<file path="config.mk">
export PLATFORM = sky130hd
export DESIGN_NAME = shift_sub_divider
export DESIGN_NICKNAME = d
export VERILOG_FILES = /design/src/rtl/div_pkg.sv /design/src/rtl/div_step.sv /design/src/rtl/shift_sub_divider.sv
export SDC_FILE = /design/constraint.sdc
export NUM_CORES = 1
export LEC_CHECK = 0
export ABC_AREA = 1
export CAP_MARGIN = 30
export CORE_ASPECT_RATIO = 0.7
export CORE_MARGIN = 3
export CORE_UTILIZATION = 35
export DETAILED_ROUTE_END_ITERATION = 6
export SETUP_SLACK_MARGIN = 0.15
export SYNTH_ARGS = -nofsm -noshare
export SYNTH_HDL_FRONTEND = slang
export SYNTH_SLANG_ARGS = --single-unit
export TNS_END_PERCENT = 100
</file>
<file path="constraint.sdc">
create_clock -name clk -period 1.97 [get_ports clk]
set_clock_uncertainty 0.2 [all_clocks]
set_input_delay 0.394 -clock clk [delete_from_list [all_inputs] [get_ports clk]]
set_output_delay 0.394 -clock clk [all_outputs]
set_load 0.005 [all_outputs]
</file>
<file path="src/rtl/div_pkg.sv">
// Shared types and helpers for the shift/subtract restoring divider.
package div_pkg;

  typedef enum logic [1:0] {IDLE, CALC, DONE} div_state_t;

  // Width of a step counter that must hold 0..w-1.
  function automatic int cnt_w(input int w);
    return (w <= 2) ? 1 : $clog2(w);
  endfunction

endpackage

</file>
<file path="src/rtl/div_step.sv">
// One combinational restoring-division step: shift in the next dividend bit,
// subtract the divisor if it fits, and shift the resulting quotient bit in.
module div_step #(
  parameter int WIDTH = 8
) (
  input  logic [WIDTH-1:0] i_rem,
  input  logic [WIDTH-1:0] i_dvd_q,
  input  logic [WIDTH-1:0] i_divisor,
  output logic [WIDTH-1:0] o_rem_next,
  output logic [WIDTH-1:0] o_dvd_q_next
);

  logic [WIDTH:0]   w_partial;
  logic [WIDTH-1:0] w_diff;
  logic             w_ge;

  assign w_partial = {i_rem, i_dvd_q[WIDTH-1]};
  assign w_ge      = (w_partial >= {1'b0, i_divisor});
  // When the divisor fits, the true difference is < divisor, so WIDTH bits suffice.
  assign w_diff    = w_partial[WIDTH-1:0] - i_divisor;

  assign o_rem_next   = w_ge ? w_diff : w_partial[WIDTH-1:0];
  assign o_dvd_q_next = {i_dvd_q[WIDTH-2:0], w_ge};

endmodule

</file>
<file path="src/rtl/shift_sub_divider.sv">
// Sequential restoring divider, one quotient bit per cycle, start/busy/done handshake.
// Normal result after WIDTH CALC cycles; divide-by-zero resolves after a single CALC cycle.
module shift_sub_divider
  import div_pkg::*;
#(
  parameter int WIDTH = 8
) (
  input  logic             clk,
  input  logic             rst_n,
  input  logic             start,
  input  logic [WIDTH-1:0] dividend,
  input  logic [WIDTH-1:0] divisor,
  output logic             busy,
  output logic             done,
  output logic [WIDTH-1:0] quotient,
  output logic [WIDTH-1:0] remainder,
  output logic             div_by_zero
);

  localparam int CW = cnt_w(WIDTH);
  localparam logic [CW-1:0] LAST = CW'(WIDTH - 1);

  div_state_t       r_state, w_state_next;
  logic [CW-1:0]    r_count;
  logic [WIDTH-1:0] r_rem, r_dvd, r_dvs;
  logic             r_dbz;
  logic [WIDTH-1:0] r_quot, r_remd;
  logic             r_dbz_o;
  logic [WIDTH-1:0] w_rem_next, w_dvd_next;
  logic             w_accept;

  div_step #(.WIDTH(WIDTH)) u_step (
    .i_rem        (r_rem),
    .i_dvd_q      (r_dvd),
    .i_divisor    (r_dvs),
    .o_rem_next   (w_rem_next),
    .o_dvd_q_next (w_dvd_next)
  );

  assign w_accept = (r_state == IDLE) && start;

  always_ff @(posedge clk or negedge rst_n) begin
    if (!rst_n) r_state <= IDLE;
    else        r_state <= w_state_next;
  end

  always_comb begin
    w_state_next = r_state;
    case (r_state)
      IDLE:    if (start) w_state_next = CALC;
      CALC:    if (r_dbz || r_count == LAST) w_state_next = DONE;
      DONE:    w_state_next = IDLE;
      default: w_state_next = IDLE;
    endcase
  end

  // A zero divisor skips the step loop and settles on its first CALC cycle.
  always_ff @(posedge clk or negedge rst_n) begin
    if (!rst_n) begin
      r_count <= '0;
      r_rem   <= '0;
      r_dvd   <= '0;
      r_dvs   <= '0;
      r_dbz   <= 1'b0;
      r_quot  <= '0;
      r_remd  <= '0;
      r_dbz_o <= 1'b0;
    end else if (w_accept) begin
      r_count <= '0;
      r_rem   <= '0;
      r_dvd   <= dividend;
      r_dvs   <= divisor;
      r_dbz   <= (divisor == '0);
    end else if (r_state == CALC) begin
      if (r_dbz) begin
        r_quot  <= '1;
        r_remd  <= r_dvd;
        r_dbz_o <= 1'b1;
      end else begin
        r_rem   <= w_rem_next;
        r_dvd   <= w_dvd_next;
        r_count <= r_count + 1'b1;
        if (r_count == LAST) begin
          r_quot  <= w_dvd_next;
          r_remd  <= w_rem_next;
          r_dbz_o <= 1'b0;
        end
      end
    end
  end

  assign busy        = (r_state != IDLE);
  assign done        = (r_state == DONE);
  assign quotient    = r_quot;
  assign remainder   = r_remd;
  assign div_by_zero = r_dbz_o;

`ifdef FORMAL
  logic [WIDTH-1:0] f_dvd, f_dvs;
  always_ff @(posedge clk or negedge rst_n) begin
    if (!rst_n) begin
      f_dvd <= '0;
      f_dvs <= '0;
    end else if (w_accept) begin
      f_dvd <= dividend;
      f_dvs <= divisor;
    end
  end

  a_inv: assert property (@(posedge clk) disable iff (!rst_n)
    (done && !div_by_zero) |->
      ((2*WIDTH)'(quotient) * (2*WIDTH)'(f_dvs) + (2*WIDTH)'(remainder) == (2*WIDTH)'(f_dvd))
      && (remainder < f_dvs));
  a_pulse: assert property (@(posedge clk) disable iff (!rst_n) done |=> !done);
  a_busy: assert property (@(posedge clk) disable iff (!rst_n) busy == (r_state != IDLE));
  a_hold: assert property (@(posedge clk) disable iff (!rst_n)
    !$rose(done) |-> ($stable(quotient) && $stable(remainder) && $stable(div_by_zero)));
`endif

endmodule

</file>
### Word level (Yosys, flattened, before mapping)

Cells that the tools add are included.

* latch bits: 0
* output and inout port bits: 19
* memory bits (read-only): 0
* memories: 0
* word-level logic and storage cells: 48
* bits in writable memories: 0
* input port bits: 19
* flip-flop bits (word level): 47

* add/subtract/negate cells: 2
* multiplexer cells: 19
* div/mod/pow operators: 0
* reduce and logical (&&, ||, !) cells: 10
* bitwise operators: 1
* eq/ne operators: 6
* $lt $le $gt $ge: 1
* shift operators: 0
* $mul: 0

Operators with widths (number)
* 8-bit 2-to-1 mux: 11
* 9-bit by 8-bit >= comparator with 1-bit output: 1
* 3-bit 2-to-1 mux: 3
* 8-bit zero test: 1
* 8-bit subtractor: 1
* 2-bit nonzero test: 3
* 2-bit 2-to-1 mux: 2
* 2-bit != test, second input constant: 2
* 2-bit one-hot mux with 2 select lines: 1
* 2-bit AND reduction: 2
* 3-bit by 1-bit adder with 3-bit output, second input constant: 1
* 3-bit == test, second input constant: 1
* 3-bit AND reduction: 1
* 2-bit by 1-bit == test with 1-bit output, second input constant: 1
* 2-bit == test, second input constant: 1
* 2-bit zero test: 1
* 1-bit 2-to-1 mux: 2
* 2-bit by 1-bit != test with 1-bit output, second input constant: 1
* 1-bit logical AND: 1
* 1-bit logical OR: 1
* 1-bit inverter: 1

### Logic depth before layout (Yosys ltp)

* depth after elaboration: 5
* depth in mapped cells: 13
* gate-level depth less buffers: 13

### Cells and area by module

A second synthesis with hierarchy kept.

* cells, all modules: 383
* area, all modules: 2854.0 um^2

Modules (own cells, without submodules)
* shift_sub_divider: instances 1, area each 2142.1 um^2, cells each 266, sequential area each 1176.1 um^2
* div_step: instances 1, area each 711.9 um^2, cells each 117, sequential area each 0.0 um^2

### Least setup slack after synthesis

No wires, ideal clock.

* path type: reg-to-reg
* start: register r_dvd[7]
* end: register r_remd[4], in the netlist remainder[4]
* clock period less this slack: 1953 ps
* required time: 1654 ps
* library setup time: 116 ps
* cell stages (with the launch flop): 12
* data arrival time: 1636 ps
* slack: 17 ps
* path buffers: 0
* cells stage by stage: dfrtp_1 > inv_1 > ha_1 > clkinv_1 > fa_1 > nand3_1 > nand3_1 > xor2_1 > nand2_4 > nand3_2 > nand2_1 > nand2_1

* cells in the longest elaborated chain, start to end: 4
* elaborated cells on any way between the ends: 5
* classes of those cells: add/sub: 1; order compare: 1; mux: 3

Ends and longest elaborated chain
* from (decl): RTL line shift_sub_divider.sv:25 `logic [WIDTH-1:0] r_rem, r_dvd, r_dvs;`
* from (signal assigned): RTL line shift_sub_divider.sv:71 `r_dvd <= dividend;`
* from (signal assigned): RTL line shift_sub_divider.sv:81 `r_dvd <= w_dvd_next;`
* 8-bit subtractor or 9-bit by 8-bit >= comparator with 1-bit output (tied branches): RTL line div_step.sv:20, div_step.sv:18
* 8-bit 2-to-1 mux (*): RTL line div_step.sv:22 `assign o_rem_next = w_ge ? w_diff : w_partial[WIDTH-1:0];`
* 8-bit 2-to-1 mux (*): RTL line shift_sub_divider.sv:83 `if (r_count == LAST) begin`
* 8-bit 2-to-1 mux (*): RTL line shift_sub_divider.sv:75 `if (r_dbz) begin`
* to (signal assigned): RTL line shift_sub_divider.sv:77 `r_remd <= r_dvd;`
* to (signal assigned): RTL line shift_sub_divider.sv:85 `r_remd <= w_rem_next;`
* to (decl): RTL line shift_sub_divider.sv:27 `logic [WIDTH-1:0] r_quot, r_remd;`

Mark *: on every way between the ends. The rest lies on a longest branch, timed or not. The select of a mux whose other input is x is not followed.
A chain may end at the register's enable or synchronous reset.

### Worst setup path in the final report

* start: register r_dvd[7]
* end: register r_remd[6], in the netlist remainder[6]

The elaborated chain is that of the path after synthesis.

==> out/results.ini <==
[critical_path]
path_cells = inv_2 > ha_4 > clkinv_4 > fa_2 > buf_4 > nand2_2 > nand3_1 > nand2_1 > nand2_2 > nand2_4 > nand3_2 > nand2_1 > nand2_1
crit_buf_inv = 3
crit_required_ns = 1.97
rr_worst_depth = 13
startpoint_type = flip-flop
cp_slowest_cell = dfrtp_1
critical_path_arrival_ns = 2.02
cp-end-kind = flip-flop
critPathTopFamily = adder cells
r2r_start = r_dvd[7]$_DFFE_PN0P_
cp_max_fo = 2
r2r_slack_ns = -0.05
rr_endpoint = remainder[6]$_DFFE_PN0P_
path_class = reg -> reg
critPathMaxStageDelay_ns = 0.41
crit_top_cell = nand2_1

[worst_hold_path]
holdPathEnd = remainder[2]$_DFFE_PN0P_
holdPathStages = 2
hold_class = reg -> reg
min-delay-start = remainder[2]$_DFFE_PN0P_

[place]
hpwl_um = 5300
placed_cell_area_um2 = 3350
place_congestion = 0.876
io_buffers = 37

[final_layout]
final_cell_mix = 80 x nand2_1, 49 x buf_4, 46 x dfrtp_1, 29 x clkdlybuf4s50_1, 25 x nand2_2
drive_gt1_frac = 0.393
fin_area_um2 = 4020
area_delta_synth_final_pct = 51.8
final_common_cell = nand2_1
fin_nets = 439
antenna_cells = 0

[die]
die-area_um2 = 8670
core-area_um2 = 7040
start_util = 0.377
rows = 25
die_w_um = 110
dieHeight_um = 78.8
io-pin-count = 38

[cts]
clk_latency_ns = 0.31
ctsRootBufferMaster = clkbuf_8
cts_sinks = 47
cts-htree-levels = 2
clk_path_buf_depth = 2
numCtsBuffers = 5
cts.reportedPaths.clkPinSlew_ns = 0.10
cts_tree = yes

[synth]
synthesis.nets = 345
syn_area_per_cell_um2 = 8.41
syn_inst = 315
synth_area_um2 = 2650
synth_top_area_cell = dfrtp_1
ys_seq_elements = 47
synth_cell_types = 32
yosysSeqAreaShare = 0.444
ys_warn_count = 0
netlist_top_cells_area = dfrtp_1 44%, nand2_1 15%, ha_1 4.7%, inv_1 4.5%, nand2_4 4.2%
synth_top_area_frac = 0.444

[timing]
min_period_over_period = 1.02
final.setup.tns_ns = -0.128
relSlewSlack = 0.782
whs_ns = 0.284
hold_viol_final = 0
setup_viol = 6
fin_crit_ns = 2.02
tightest_slew_ns = 0.325
rsz0062_at_grt = true
report.final.slew_viol_count = 0
setup_ws_ns = -0.0487
fmax_ghz = 0.495

[run_status]
status = finished with violations
violations = negative setup slack

[detailed_routing]
firstDrtPassIters = 4
vias_per_cell = 4.84
drt_iter0_markers = 161
routed_wl_um = 7680
ant_nets = 0
dr_total_vias = 2438
post-route-drc-count = 0
wl_per_cell_um = 15.2

[grt]
grt_pass1_vias = 2429
track_usage = 0.190
antenna_found_initial = 0
grt_pass1_wl_um = 12700
grt_max_degree = 48
overflow = 0

[power]
p_leak_nw = 2.00
vdd_ir_drop_max_mv = 0.864
p_per_area_nw_per_um2 = 2110

[job]
maxCapViolations = 0

-- flip-flops by register name, indices dropped and copies added, names as in the netlist --
name,flops
r_count,3
r_dbz,1
remainder,8
r_rem,8
quotient,8
r_dvd,8
r_state,2
div_by_zero,1
r_dvs,8
-- cell usage after synthesis --
library cell	n
nand2_1	103
dfrtp_1	47
inv_1	32
a21oi_1	19
nand3_1	15
nor2_1	15
ha_1	10
nand2_4	10
nand3_2	8
o21ai_1	7
o221ai_1	7
inv_2	6
buf_2	5
o21ai_0	4
nand2_2	3
xor2_1	3
a21oi_2	2
a22o_1	2
nand4_1	2
nor2_2	2
nor2_8	2
buf_6	1
clkbuf_1	1
clkinv_1	1
fa_1	1
nand2_8	1
nand4_2	1
nor2_4	1
nor3_2	1
nor4_1	1
o211ai_1	1
o31ai_1	1
-- logic make-up after synthesis --
family | share of synthesized area
XOR/XNOR | 0.00992
AND/OR/NAND/NOR | 0.322
AO/OA/AOI/OAI | 0.0987
adder cells (fa/ha/maj) | 0.0548
flip-flops | 0.444
buffers and inverters | 0.0703
-- cell type report --
class | count | area, um2
Fill cell | 662 | 3010
Clock inverter | 2 | 16.3
Sequential cell | 47 | 1180
Multi-Input combinational cell | 224 | 1640
Timing Repair Buffer | 92 | 845
Clock buffer | 6 | 72.6
Tap cell | 94 | 118
Inverter | 39 | 156
-- metrics by stage --
stage	setup slack, ns	instances	util	power, mW
after global placement	-0.163	470	0.476	6.11
after CTS	-0.00825	494	0.542	7.82
after detailed placement	-0.180	470	0.476	6.16
final	-0.0487	504	0.572	8.48
after global routing	-0.153	504	0.572	9.19
after floorplan	0.0698	315	-	4.57
-- timing repair --
action / 4_1_cts / 5_1_grt
endpoints found under the hold margin: 47 / 0
setup buffers: 13 / 10
endpoints found under the setup margin: 28 / 33
gates resized for setup: 50 / 34
pin swaps: 12 / 18
hold buffers: 1 / 0
cloned: 2 / 0
-- tightest hold or removal path: stages (launching register included) --
cell and delay (ns):
dfrtp_1 0.35, nand2_1 0.05, nand2_1 0.05
-- power by group --
part	switching, mW	internal, mW
clock	0.354	0.256
sequential	0.280	1.42
combinational	3.26	2.92
total	3.89	4.59
-- routing by layer --
| layer | vias to the layer above | GRT usage | share of wire |
|---|---|---|---|
| met4 | 0 | 0.0374 | 0.0074 |
| met5 | - | 0 | 0 |
| met1 | 1169 | 0.297 | 0.51 |
| met2 | 57 | 0.266 | 0.43 |
| met3 | 7 | 0.0390 | 0.047 |
| li1 | 1205 | - | - |
-- worst max-delay path by stage --
stage	from	end	slack [ns]	cells past startpoint
after floorplan	r_rem[1]$_DFFE_PN0P_	remainder[1]$_DFFE_PN0P_	0.07	12
after global placement	r_rem[0]$_DFFE_PN0P_	remainder[2]$_DFFE_PN0P_	-0.16	11
after detailed placement	r_dvs[5]$_DFFE_PN0P_	remainder[2]$_DFFE_PN0P_	-0.18	12
after CTS	r_dvd[7]$_DFFE_PN0P_	remainder[6]$_DFFE_PN0P_	-0.008	13
after global routing	r_dvd[7]$_DFFE_PN0P_	remainder[4]$_DFFE_PN0P_	-0.15	12
final	r_dvd[7]$_DFFE_PN0P_	remainder[6]$_DFFE_PN0P_	-0.05	13
No activity file was read; power rests on OpenSTA's default activity.
